**src/rtl/run_search_ctrl.sv**
```systemverilog
// run_search_ctrl: rotate-scan / confirm / drive controller that searches for a
// target frequency band and drives toward it.
// Optional feature macro: SCAN_DIR_TOGGLE_EN -- when defined, every DRIVE->SCAN
// re-entry inverts the scan rotation direction.
module run_search_ctrl #(
  parameter logic [7:0]  STABLE_CNT   = 8'd16,
  parameter logic [7:0]  LOST_CNT     = 8'd64,
  parameter logic [23:0] SCAN_TIMEOUT = 24'd5000000,
  parameter logic [23:0] DRIVE_TIME   = 24'd10000000
) (
  input  logic       clk,
  input  logic       rst_n,
  input  logic [3:0] freq_state,
  input  logic [3:0] target_state,
  input  logic       start,
  input  logic       abort,
  output logic [1:0] motor_l,
  output logic [1:0] motor_r,
  output logic       busy,
  output logic       done,
  output logic       found,
  output logic [2:0] state_dbg
);

  localparam int unsigned TMR_W = 24;
  localparam int unsigned CNT_W = 8;

  localparam logic [1:0] MOT_STOP = 2'b00;
  localparam logic [1:0] MOT_FWD  = 2'b01;
  localparam logic [1:0] MOT_REV  = 2'b10;

  localparam logic [3:0] BAND_MIN = 4'd7;
  localparam logic [3:0] BAND_MAX = 4'd14;

  typedef enum logic [2:0] {
    ST_IDLE    = 3'd0,
    ST_SCAN    = 3'd1,
    ST_CONFIRM = 3'd2,
    ST_DRIVE   = 3'd3,
    ST_DONE    = 3'd4
  } state_e;

  state_e             state_q, state_d;
  logic [TMR_W-1:0]   scan_tmr_q, scan_tmr_d;
  logic [TMR_W-1:0]   drive_tmr_q, drive_tmr_d;
  logic [CNT_W-1:0]   match_cnt_q, match_cnt_d;
  logic [CNT_W-1:0]   lost_cnt_q, lost_cnt_d;
  logic               found_q, found_d;
  logic [1:0]         motor_l_q, motor_l_d;
  logic [1:0]         motor_r_q, motor_r_d;
  logic               busy_q;
  logic               done_q;

  logic               match_c;
  logic               target_ok_c;
  logic               scan_rev_c;
  logic [TMR_W-1:0]   scan_tmr_inc_c;
  logic [TMR_W-1:0]   drive_tmr_inc_c;
  logic [CNT_W-1:0]   match_cnt_inc_c;
  logic [CNT_W-1:0]   lost_cnt_inc_c;

`ifdef SCAN_DIR_TOGGLE_EN
  logic               dir_q, dir_d;
`endif

  // Compare and saturating-increment helpers shared by the state logic
  always_comb begin
    match_c         = (freq_state == target_state);
    target_ok_c     = (target_state >= BAND_MIN) && (target_state <= BAND_MAX);
    scan_tmr_inc_c  = (scan_tmr_q == {TMR_W{1'b1}}) ? scan_tmr_q : scan_tmr_q + TMR_W'(1);
    drive_tmr_inc_c = (drive_tmr_q == {TMR_W{1'b1}}) ? drive_tmr_q : drive_tmr_q + TMR_W'(1);
    match_cnt_inc_c = (match_cnt_q == {CNT_W{1'b1}}) ? match_cnt_q : match_cnt_q + CNT_W'(1);
    lost_cnt_inc_c  = (lost_cnt_q == {CNT_W{1'b1}}) ? lost_cnt_q : lost_cnt_q + CNT_W'(1);
  end

  // Next-state, timer, counter and result logic; abort overrides everything
  always_comb begin
    state_d     = state_q;
    scan_tmr_d  = scan_tmr_q;
    drive_tmr_d = drive_tmr_q;
    match_cnt_d = match_cnt_q;
    lost_cnt_d  = lost_cnt_q;
    found_d     = found_q;
`ifdef SCAN_DIR_TOGGLE_EN
    dir_d       = dir_q;
`endif

    if (abort) begin
      state_d = ST_IDLE;
    end else begin
      case (state_q)
        ST_IDLE: begin
          if (start && target_ok_c) begin
            state_d    = ST_SCAN;
            scan_tmr_d = '0;
            found_d    = 1'b0;
`ifdef SCAN_DIR_TOGGLE_EN
            dir_d      = 1'b0;
`endif
          end
        end

        ST_SCAN: begin
          scan_tmr_d = scan_tmr_inc_c;
          if (match_c) begin
            // A single required match skips the confirm phase entirely
            if (STABLE_CNT <= 8'd1) begin
              state_d     = ST_DRIVE;
              drive_tmr_d = '0;
              lost_cnt_d  = '0;
            end else begin
              state_d     = ST_CONFIRM;
              match_cnt_d = CNT_W'(1);
            end
          end else if (scan_tmr_q >= SCAN_TIMEOUT - 24'd1) begin
            state_d = ST_DONE;
            found_d = 1'b0;
          end
        end

        ST_CONFIRM: begin
          if (match_c) begin
            match_cnt_d = match_cnt_inc_c;
            if (match_cnt_q >= STABLE_CNT - 8'd1) begin
              state_d     = ST_DRIVE;
              drive_tmr_d = '0;
              lost_cnt_d  = '0;
            end
          end else begin
            // Scan timer is kept so a flickering target cannot extend the search
            state_d = ST_SCAN;
          end
        end

        ST_DRIVE: begin
          drive_tmr_d = drive_tmr_inc_c;
          lost_cnt_d  = match_c ? '0 : lost_cnt_inc_c;
          if (drive_tmr_q >= DRIVE_TIME - 24'd1) begin
            state_d = ST_DONE;
            found_d = 1'b1;
          end else if (!match_c && (lost_cnt_q >= LOST_CNT - 8'd1)) begin
            state_d    = ST_SCAN;
            scan_tmr_d = '0;
            lost_cnt_d = '0;
`ifdef SCAN_DIR_TOGGLE_EN
            dir_d      = ~dir_q;
`endif
          end
        end

        ST_DONE: begin
          state_d = ST_IDLE;
        end

        default: begin
          state_d = ST_IDLE;
        end
      endcase
    end
  end

  // Scan rotation sense for the upcoming state
`ifdef SCAN_DIR_TOGGLE_EN
  assign scan_rev_c = dir_d;
`else
  assign scan_rev_c = 1'b0;
`endif

  // Motor command for the upcoming state, registered so outputs track state_q
  always_comb begin
    motor_l_d = MOT_STOP;
    motor_r_d = MOT_STOP;
    case (state_d)
      ST_SCAN: begin
        motor_l_d = scan_rev_c ? MOT_FWD : MOT_REV;
        motor_r_d = scan_rev_c ? MOT_REV : MOT_FWD;
      end
      ST_DRIVE: begin
        motor_l_d = MOT_FWD;
        motor_r_d = MOT_FWD;
      end
      default: begin
        motor_l_d = MOT_STOP;
        motor_r_d = MOT_STOP;
      end
    endcase
  end

  // State, datapath and output registers with synchronous active-low reset
  always_ff @(posedge clk) begin
    if (!rst_n) begin
      state_q     <= ST_IDLE;
      scan_tmr_q  <= '0;
      drive_tmr_q <= '0;
      match_cnt_q <= '0;
      lost_cnt_q  <= '0;
      found_q     <= 1'b0;
      motor_l_q   <= MOT_STOP;
      motor_r_q   <= MOT_STOP;
      busy_q      <= 1'b0;
      done_q      <= 1'b0;
    end else begin
      state_q     <= state_d;
      scan_tmr_q  <= scan_tmr_d;
      drive_tmr_q <= drive_tmr_d;
      match_cnt_q <= match_cnt_d;
      lost_cnt_q  <= lost_cnt_d;
      found_q     <= found_d;
      motor_l_q   <= motor_l_d;
      motor_r_q   <= motor_r_d;
      busy_q      <= (state_d != ST_IDLE);
      done_q      <= (state_d == ST_DONE);
    end
  end

`ifdef SCAN_DIR_TOGGLE_EN
  // Scan direction register, back to default on reset
  always_ff @(posedge clk) begin
    if (!rst_n) begin
      dir_q <= 1'b0;
    end else begin
      dir_q <= dir_d;
    end
  end
`endif

  assign motor_l   = motor_l_q;
  assign motor_r   = motor_r_q;
  assign busy      = busy_q;
  assign done      = done_q;
  assign found     = found_q;
  assign state_dbg = state_q;

endmodule

```
**config.mk**
```make
export PLATFORM = sky130hd
export DESIGN_NAME = run_search_ctrl
export DESIGN_NICKNAME = d
export VERILOG_FILES = /design/src/rtl/run_search_ctrl.sv
export SDC_FILE = /design/constraint.sdc
export NUM_CORES = 1
export LEC_CHECK = 0
export CORE_MARGIN = 3
export CORE_UTILIZATION = 45
export CTS_CLUSTER_DIAMETER = 30
export DETAILED_ROUTE_END_ITERATION = 10
export PLACE_DENSITY = 0.66
export SETUP_SLACK_MARGIN = 0.05
export SLEW_MARGIN = 0
export SYNTH_ARGS = -nofsm -noshare
export SYNTH_HDL_FRONTEND = slang
export SYNTH_SLANG_ARGS = --single-unit
```
**constraint.sdc**
```tcl
create_clock -name clk -period 3.3 [get_ports clk]
set_clock_uncertainty 0.1 [all_clocks]
set_input_delay 0.66 -clock clk [delete_from_list [all_inputs] [get_ports clk]]
set_output_delay 0.66 -clock clk [all_outputs]
set_load 0.005 [all_outputs]
```
==> results of run 1 <==
-- metrics by stage --
| stage | hold slack [ps] | area (sq um) | power, uW |
|---|---|---|---|
| finish | 384 | 4620 | 1700 |
| CTS | 384 | 4620 | 1720 |
| global route | 406 | 4620 | 1780 |
| detailed placement | 372 | 4420 | 995 |
| floorplan | 348 | 4100 | 957 |
| global placement | 363 | 4420 | 994 |
-- cells by family after synthesis --
logic type,count (synthesis),share of synthesized area (%)
xor+xnor,11,2.35
compound gates,142,23.4
fa+ha+maj,4,1.22
buf+inv,43,4.73
mux,6,1.47
flops,73,35.7
other cells,1,0.0915
simple gates,223,31.1
-- routing by layer --
metal,track usage [%],vias to the layer above,part of all wire [%]
li1,-,1989,-
met3,4.06,10,3.4
met4,5.32,0,1.1
met5,0,-,0
met1,27.3,1886,48
met2,32.5,61,48
-- critical path, stage by stage (launching register included) --
cell	delay [ps]
dfxtp_1	340
and4_1	320
a31o_4	300
a211oi_4	460
a31oi_4	350
buf_12	250
or4_1	460
a21oi_1	140
-- worst max-delay path by stage --
stage / slack, ps / from / cells past startpoint / endpoint
final: 510 / drive_tmr_q[4]$_SDFFE_PN0P_ / 7 / scan_tmr_q[9]$_SDFFE_PN0P_
after global routing: 300 / drive_tmr_q[4]$_SDFFE_PN0P_ / 7 / scan_tmr_q[9]$_SDFFE_PN0P_
after CTS: 510 / drive_tmr_q[4]$_SDFFE_PN0P_ / 7 / scan_tmr_q[11]$_SDFFE_PN0P_
after detailed placement: 250 / target_state[3] / 8 / drive_tmr_q[3]$_SDFFE_PN0P_
after global placement: 300 / target_state[2] / 7 / scan_tmr_q[19]$_SDFFE_PN0P_
after floorplan: 820 / freq_state[0] / 9 / drive_tmr_q[11]$_SDFFE_PN0P_
-- cells in the mapped netlist, types with 9 or more instances --
library cell  count  area share (%)
dfxtp_1          73              36
a21oi_1          49             6.0
nor2_1           33             3.0
o31ai_1          33             6.0
nand2_1          32             2.9
or4_1            32             5.9
nand3_1          28             3.4
nand4_1          21             3.2
clkbuf_1         18             1.6
o21ai_0          18             2.2
inv_1            11             1.0
nor3_1           11             1.3
nor4_1           11             1.7
xnor2_1          11             2.4
or3_1             9             1.4
-- state kept, by name, indices dropped and copies added (netlist names) --
name / cells
drive_tmr_q: 24
scan_tmr_q: 24
lost_cnt_q: 8
match_cnt_q: 8
state_dbg: 3
motor_l: 2
busy: 1
done: 1
found: 1
motor_r: 1
-- power breakdown --
part,switching (uW),total (uW),internal [uW]
Sequential,2.98,886,883
Combinational,50.6,88.1,37.5
Clock,358,729,371
Total,412,1700,1290
-- layout make-up --
class / count / area [sq um]
Fill cell: 849 / 4140
Sequential cell: 73 / 1460
Clock inverter: 6 / 66.3
Multi-Input combinational cell: 387 / 2440
Timing Repair Buffer: 35 / 338
Inverter: 11 / 41.3
Tap cell: 108 / 135
Clock buffer: 10 / 138
==> results.ini, run 1 <==
[run_status]
status=complete, no violations

[flow_run]
cap_viol_max_count=0

[critical_path]
worstPathRequired_ps=3480
crit_fanout=23
regToRegStartpoint=drive_tmr_q[4]$_SDFFE_PN0P_
reg2reg_depth=7
arrival_ps=2970
crit_path_end_kind=flop
path_class=flop to flop
start_kind=flop
rrSetupSlack_ps=510
worst_r2r_endpoint=scan_tmr_q[9]$_SDFFE_PN0P_

[cts]
cts_tree=built
cts.clk_slew.worst_paths_ps=80
post_cts_buffers=0
cts_hold_buf=0
cts-resized-gates=0
root_buffer=clkbuf_8
worstSkewPairLatency_ps=360
cts_buffer_depth=2
cts.sinks=73
cts_made_buffers=9
h-tree-depth=3

[drt]
drc=0
routed_wl_um=9780
num_vias=3946
wire_per_inst_um=15.5
dr.pass1.iters=4
ant_nets=0
drtIter0Drc=119
viasPerCell=6.26

[timing]
rsz0062_at_grt=no
hold_viol=0
period_share_pct=84.6
setup_slack_ps=510
tightest_slew_ps=614
setup_viol=0
fin_tns_setup_ps=0
fmax_mhz=358
relSlewSlack_pct=59.1
drv_slew=0
layout_min_cycle_time_ps=2790

[hold_path]
hp-start=scan_tmr_q[9]$_SDFFE_PN0P_
min_path_cells=2
holdCritPathClass=flop to flop
hold_end=scan_tmr_q[9]$_SDFFE_PN0P_

[finish]
syn_to_final_growth_pct=12.8
stdcell_count=630
drive_gt1_share_pct=7.85
fin_nets=533
layout_commonest_cell=dfxtp_1
fin_util_pct=52.7
layout_common_cells=73 x dfxtp_1, 49 x a21oi_1, 33 x nor2_1, 33 x o31ai_1
diodes=0

[logic_synthesis]
ys_types=59
netlist_area_sq_um=4100
synth_ff_type=dfxtp_1
syn_nets=519
yosys_warnings=0
synthCells=503
synth_edf_count=0
synth_seq_cells=73
syn-mean-instance-area_sq_um=8.15
synthArstFlopShare_pct=0
seq_area_frac_synth_pct=35.7

[placement]
dpl.hpwl_um=6940
place.gp.congestion=0.845
placedCellCount=614
io_buffers=20
dpl_worst_slack_ps=246

[power]
power_density_nw_per_um2=369
ir_drop_mv=0.182
power_leakage_uw=0.00138

[global_routing]
grt_use_total_pct=20.1
grt_start_max_net_pins=34
grt_pass1_vias=3607
antenna_found_initial=0
overflow=0
grt_first_pass_wirelength_um=17000

[floorplanning]
die_w_um=101
core-area_sq_um=8760
fp.dieArea_sq_um=10300
die_y_um=101
start_util_pct=46.8
io_pins=22
std_cell_rows=34

Note: power is estimated with default switching activity, not from simulation.
==> inputs of run 2 (changes only) <==
--- a/config.mk
+++ b/config.mk
@@ -9,7 +9,7 @@
 export CORE_UTILIZATION = 45
 export CTS_CLUSTER_DIAMETER = 30
 export DETAILED_ROUTE_END_ITERATION = 10
-export PLACE_DENSITY = 0.66
+export PLACE_DENSITY = 0.68
 export SETUP_SLACK_MARGIN = 0.05
 export SLEW_MARGIN = 0
 export SYNTH_ARGS = -nofsm -noshare
==> constraint.sdc (replaced) <==
create_clock -name clk -period 2.3 [get_ports clk]
set_clock_uncertainty 0.1 [all_clocks]
set_input_delay 0.46 -clock clk [delete_from_list [all_inputs] [get_ports clk]]
set_output_delay 0.46 -clock clk [all_outputs]
set_load 0.005 [all_outputs]
==> run 2 against run 1 <==
  * Largest power group unchanged
  * Sequential share of layout area decreased by 4.8 points
  * The flow now finishes with violations (negative setup slack)
  * Maximum frequency up 20%
  * Critical path type unchanged
  * First-iteration DRC count grew 80%
  * Power rose by 52%
  * Die area is the same
==> results.ini, run 2 (same netlist as run 1, synthesis figures left out) <==
[run_status]
status=finished, violations left
violations=negative setup slack

[timing]
relSlewSlack_pct=66.9
rsz0062_at_grt=yes
tightest_slew_ps=496
layout_min_cycle_time_ps=2320
fin_tns_setup_ps=-22.4
period_share_pct=101
hold_viol=0
setup_viol=2
drv_slew=0
fmax_mhz=431
setup_slack_ps=-19.6

[hold_path]
hp-start=found$_SDFFE_PN0P_
holdCritPathClass=flop to flop
hold_end=found$_SDFFE_PN0P_
min_path_cells=1

[cts]
cts_tree=built
cts_buffer_depth=2
root_buffer=clkbuf_8
cts.clk_slew.worst_paths_ps=80
h-tree-depth=3
cts_made_buffers=9
worstSkewPairLatency_ps=350
cts.sinks=73
cts_hold_buf=0

[power]
ir_drop_mv=0.288
power_density_nw_per_um2=468
power_leakage_uw=0.00193

[drt]
drtIter0Drc=214
routed_wl_um=11700
ant_nets=0
num_vias=4286
viasPerCell=6.18
dr.pass1.iters=5
wire_per_inst_um=16.9
drc=0

[finish]
syn_to_final_growth_pct=34.9
layout_commonest_cell=buf_4
multiInputGateArea_sq_um=2680
diodes=0
seq_area_sq_um=1480
fin_nets=598
layout_common_cells=65 x buf_4, 59 x dfxtp_1, 36 x a21oi_1, 33 x o31ai_1, 31 x nor2_1
drive_gt1_share_pct=27.3
fill_cells=744
reg_top3=drive_tmr_q x24, scan_tmr_q x24

[floorplanning]
io_pins=22
core-area_sq_um=8760
fp.dieArea_sq_um=10300
die_y_um=101
std_cell_rows=34
die_w_um=101
start_util_pct=46.8

[global_routing]
antenna_found_initial=0
grt_first_pass_wirelength_um=18500
grt_start_max_net_pins=30
overflow=0
grt_use_total_pct=21.9
grt_pass1_vias=4002

[critical_path]
worst_r2r_endpoint=motor_l[0]$_SDFF_PN0_
start_kind=flop
worstPathRequired_ps=2460
path_class=flop to flop
crit_fanout=8
arrival_ps=2480
regToRegStartpoint=drive_tmr_q[8]$_SDFFE_PN0P_
rrSetupSlack_ps=-20
reg2reg_depth=8
crit_path_end_kind=flop

[placement]
place.gp.congestion=0.866
dpl.hpwl_um=7410
dpl_worst_slack_ps=-428
io_buffers=20

[flow_run]
cap_viol_max_count=0

run 2: how the worst max path moves through the flow:
stage	end	cells after the start	startpoint	slack, ps
CTS	drive_tmr_q[12]$_SDFFE_PN0P_	8	freq_state[2]	20
detailed placement	scan_tmr_q[19]$_SDFFE_PN0P_	8	target_state[2]	-430
global route	scan_tmr_q[18]$_SDFFE_PN0P_	8	drive_tmr_q[8]$_SDFFE_PN0P_	-80
floorplan	scan_tmr_q[7]$_SDFFE_PN0P_	9	drive_tmr_q[4]$_SDFFE_PN0P_	-30
global placement	scan_tmr_q[19]$_SDFFE_PN0P_	8	target_state[2]	-340
finish	motor_l[0]$_SDFF_PN0_	8	drive_tmr_q[8]$_SDFFE_PN0P_	-20
run 2: repair_timing:
item                       4_1_cts  5_1_grt
resized for setup               15       69
setup buffers                    4        6
setup endpoints to repair       38       57
pin swaps                        9       28
cloned                           2        4
hold endpoints to repair         0        0
run 2: per-layer routing:
layer | vias up | share of wire (%) | wire, um | GRT usage [%]
met5 | - | 0 | 0 | 0
met4 | 0 | 2.4 | 279 | 8.90
met3 | 27 | 4.2 | 489 | 3.17
met2 | 134 | 49 | 5780 | 37.1
met1 | 2018 | 44 | 5180 | 28.0
li1 | 2107 | - | - | -
run 2: power breakdown:
| group | internal, uW | total (uW) | switching (uW) | leakage [uW] |
|---|---|---|---|---|
| Clock | 633 | 1140 | 505 | 0.000104 |
| Combinational | 85.8 | 176 | 90.4 | 0.00123 |
| Sequential | 1270 | 1270 | 3.25 | 0.000596 |
| Total | 1980 | 2580 | 599 | 0.00193 |
run 2: cell type report:
| class | instances | share of cell area, % |
|---|---|---|
| flip-flops and latches | 73 | 26.8 |
| repair buffers | 100 | 17.6 |
| well taps | 108 | 2.45 |
| inverters | 11 | 0.747 |
| multi-input cells | 387 | 48.4 |
| clock inverters | 5 | 1.45 |
| clock buffers | 10 | 2.49 |
run 2: through the flow:
step	total power [uW]	hold slack [ps]	instances	utilization (%)	cell area, sq um
6_report	2580	389	694	63.1	5530
5_1_grt	2670	418	694	63.1	5530
4_1_cts	2580	383	684	59.0	5170
3_5_place_dp	1460	371	663	55.0	4820
3_3_place_gp	1460	358	663	55.0	4820
2_1_floorplan	1370	348	503	-	4100
run 2: critical path: stages (launching register included):
cell and delay (ps):
dfxtp_2 350, nor4_2 380, nor4bb_4 350, a211oi_4 130
buf_4 190, a22o_1 180, a32oi_1 190, buf_4 170
and3b_1 170
==> inputs of run 3 (changes only) <==
--- a/config.mk
+++ b/config.mk
@@ -5,12 +5,13 @@
 export SDC_FILE = /design/constraint.sdc
 export NUM_CORES = 1
 export LEC_CHECK = 0
-export CORE_MARGIN = 3
+export CORE_MARGIN = 5
 export CORE_UTILIZATION = 45
 export CTS_CLUSTER_DIAMETER = 30
 export DETAILED_ROUTE_END_ITERATION = 10
+export HOLD_SLACK_MARGIN = 0.06
 export PLACE_DENSITY = 0.68
-export SETUP_SLACK_MARGIN = 0.05
+export SETUP_SLACK_MARGIN = 0.5
 export SLEW_MARGIN = 0
 export SYNTH_ARGS = -nofsm -noshare
 export SYNTH_HDL_FRONTEND = slang
==> run 3 against run 2 <==
  * The flow still finishes with violations (negative setup slack)
  * Global-route usage increased by 2.6 points
  * Utilization increased by 14 points
  * Design area increased by 23%
  * Routed wire length increased by 49%
  * Clock power decreased by 6%
  * Register-to-register slack got worse by 40 ps
  * Cell count increased by 7.3%
  * Critical path depth decreased by 1
  * Maximum frequency decreased by 1.7%
  * Critical endpoint is now scan_tmr_q[7]$_SDFFE_PN0P_
  * Largest cell class unchanged
  * Largest power group unchanged
==> results.ini, run 3 (same netlist as run 1, synthesis figures left out) <==
[cts]
cts.sinks=73
worstSkewPairLatency_ps=370
root_buffer=clkbuf_8
h-tree-depth=3
cts_buffer_depth=2
cts_made_buffers=9
cts_tree=built
cts.clk_slew.worst_paths_ps=80

[timing]
setup_viol=2
layout_min_cycle_time_ps=2360
period_share_pct=103
drv_slew=0
setup_slack_ps=-59.5
rsz0062_at_grt=yes
hold_viol=0
fmax_mhz=424

[power]
seq_power_share_pct=48.6
switchingPower_uw=688
p_comb_share_pct=9.9
power_density_nw_per_um2=381
power_leakage_uw=0.00224
p_total_uw=2590
ir_drop_mv=0.305
pwr-share-clk_pct=41.5
swShare_pct=26.6
intPower_uw=1900

[critical_path]
crit_path_end_kind=flop
worst_r2r_endpoint=scan_tmr_q[7]$_SDFFE_PN0P_
arrival_ps=2490
crit_fanout=8
rrSetupSlack_ps=-60
path_class=flop to flop
worstPathRequired_ps=2430
start_kind=flop
regToRegStartpoint=drive_tmr_q[18]$_SDFFE_PN0P_
reg2reg_depth=7

[placement]
io_buffers=20
placedCellCount=656
place.gp.congestion=0.885
dpl.hpwl_um=7600

[floorplanning]
std_cell_rows=34
start_util_pct=46.5
fp.dieArea_sq_um=11100
core-area_sq_um=8810
die_w_um=105
die_y_um=105
io_pins=22

[drt]
drtIter0Drc=487
ant_nets=0
drc=0
routed_wl_um=17400
viasPerCell=6.99
dr.pass1.iters=5
num_vias=5211
wire_per_inst_um=23.4

[finish]
layout_commonest_cell=buf_4
multiInputGateArea_sq_um=3600
syn_to_final_growth_pct=65.8
seq_area_sq_um=1530
reg_top3=drive_tmr_q x24, scan_tmr_q x24
diodes=0
stdcell_count=745
fill_cells=485
layout_common_cells=83 x buf_4, 42 x dfxtp_1, 33 x a21oi_2, 30 x buf_6, 28 x nand2_1
drive_gt1_share_pct=54.2
fin_nets=648

[hold_path]
min_path_cells=1
hold_end=found$_SDFFE_PN0P_
holdCritPathClass=flop to flop
hp-start=found$_SDFFE_PN0P_

[global_routing]
overflow=0
grt_pass1_vias=4619
grt_first_pass_wirelength_um=22700
antenna_found_initial=0
grt_start_max_net_pins=24
grt_use_total_pct=24.6

[flow_run]
cap_viol_max_count=0

[run_status]
status=finished, violations left
violations=negative setup slack

run 3: changes by cell type in the layout (fill, tap and decap cells not counted), sizes merged, moves of 2 or more:
cell	before	now
clkdlybuf4s50	12	8
clkbuf	13	11
clkinv	1	3
buf	76	126
dlymetal6s2s	3	0
and4	8	15
run 3: per-stage QoR:
step                util (%)  setup WS (ps)  setup TNS [ps]  area [sq um]  hold slack [ps]
floorplan                  -          -11.9            -127          4340              348
CTS                     67.1           61.9               0          5910              384
detailed placement      55.8           -464          -20760          4910              372
global route            77.2           -140           -1110          6790              395
finish                  77.2          -59.5           -60.1          6790              384
global placement        55.8           -420          -18740          4910              363
run 3: routing by layer:
| layer | wire length [um] | up-vias | global-route usage, % |
|---|---|---|---|
| li1 | - | 2248 | - |
| met2 | 8370 | 389 | 42.1 |
| met4 | 1090 | 0 | 8.34 |
| met1 | 6380 | 2453 | 31.1 |
| met3 | 1600 | 121 | 4.40 |
| met5 | 0 | - | 0 |
run 3: critical path: stages (launching register included):
cell	delay [ps]
dfxtp_1	400
nor3_2	170
o21ai_0	200
a211oi_4	380
a31oi_4	170
buf_6	170
o311ai_0	460
o41ai_2	160
run 3: power groups by stage:
stage	logic, uW	clock network, uW	registers [uW]
global placement	166	0	1300
finish	255	1070	1260
CTS	197	1060	1260
global route	264	1120	1260
floorplan	88.2	0	1300
detailed placement	168	0	1300
run 3: worst max-delay path by stage:
stage	from	endpoint	slack [ps]	cells past startpoint
after global routing	drive_tmr_q[21]$_SDFFE_PN0P_	scan_tmr_q[7]$_SDFFE_PN0P_	-140	7
after detailed placement	target_state[0]	scan_tmr_q[2]$_SDFFE_PN0P_	-460	9
after global placement	target_state[0]	scan_tmr_q[19]$_SDFFE_PN0P_	-420	7
after floorplan	drive_tmr_q[4]$_SDFFE_PN0P_	scan_tmr_q[15]$_SDFFE_PN0P_	-10	8
after CTS	drive_tmr_q[5]$_SDFFE_PN0P_	scan_tmr_q[17]$_SDFFE_PN0P_	60	7
final	drive_tmr_q[18]$_SDFFE_PN0P_	scan_tmr_q[7]$_SDFFE_PN0P_	-60	7
run 3: area by class of cell:
cell class	instances	area share, %
clock buffers	10	2.03
flip-flops and latches	73	22.5
inverters	11	0.608
repair buffers	139	18.9
well taps	108	1.99
multi-input cells	398	53.0
clock inverters	6	0.994
run 3: repair_timing:
item / CTS / global route
pin swaps: 48 / 65
cloned: 12 / 3
buffers inserted: 35 / 23
endpoints found under the setup margin: 76 / 74
hold buffers: 0 / 0
gates resized for setup: 145 / 158
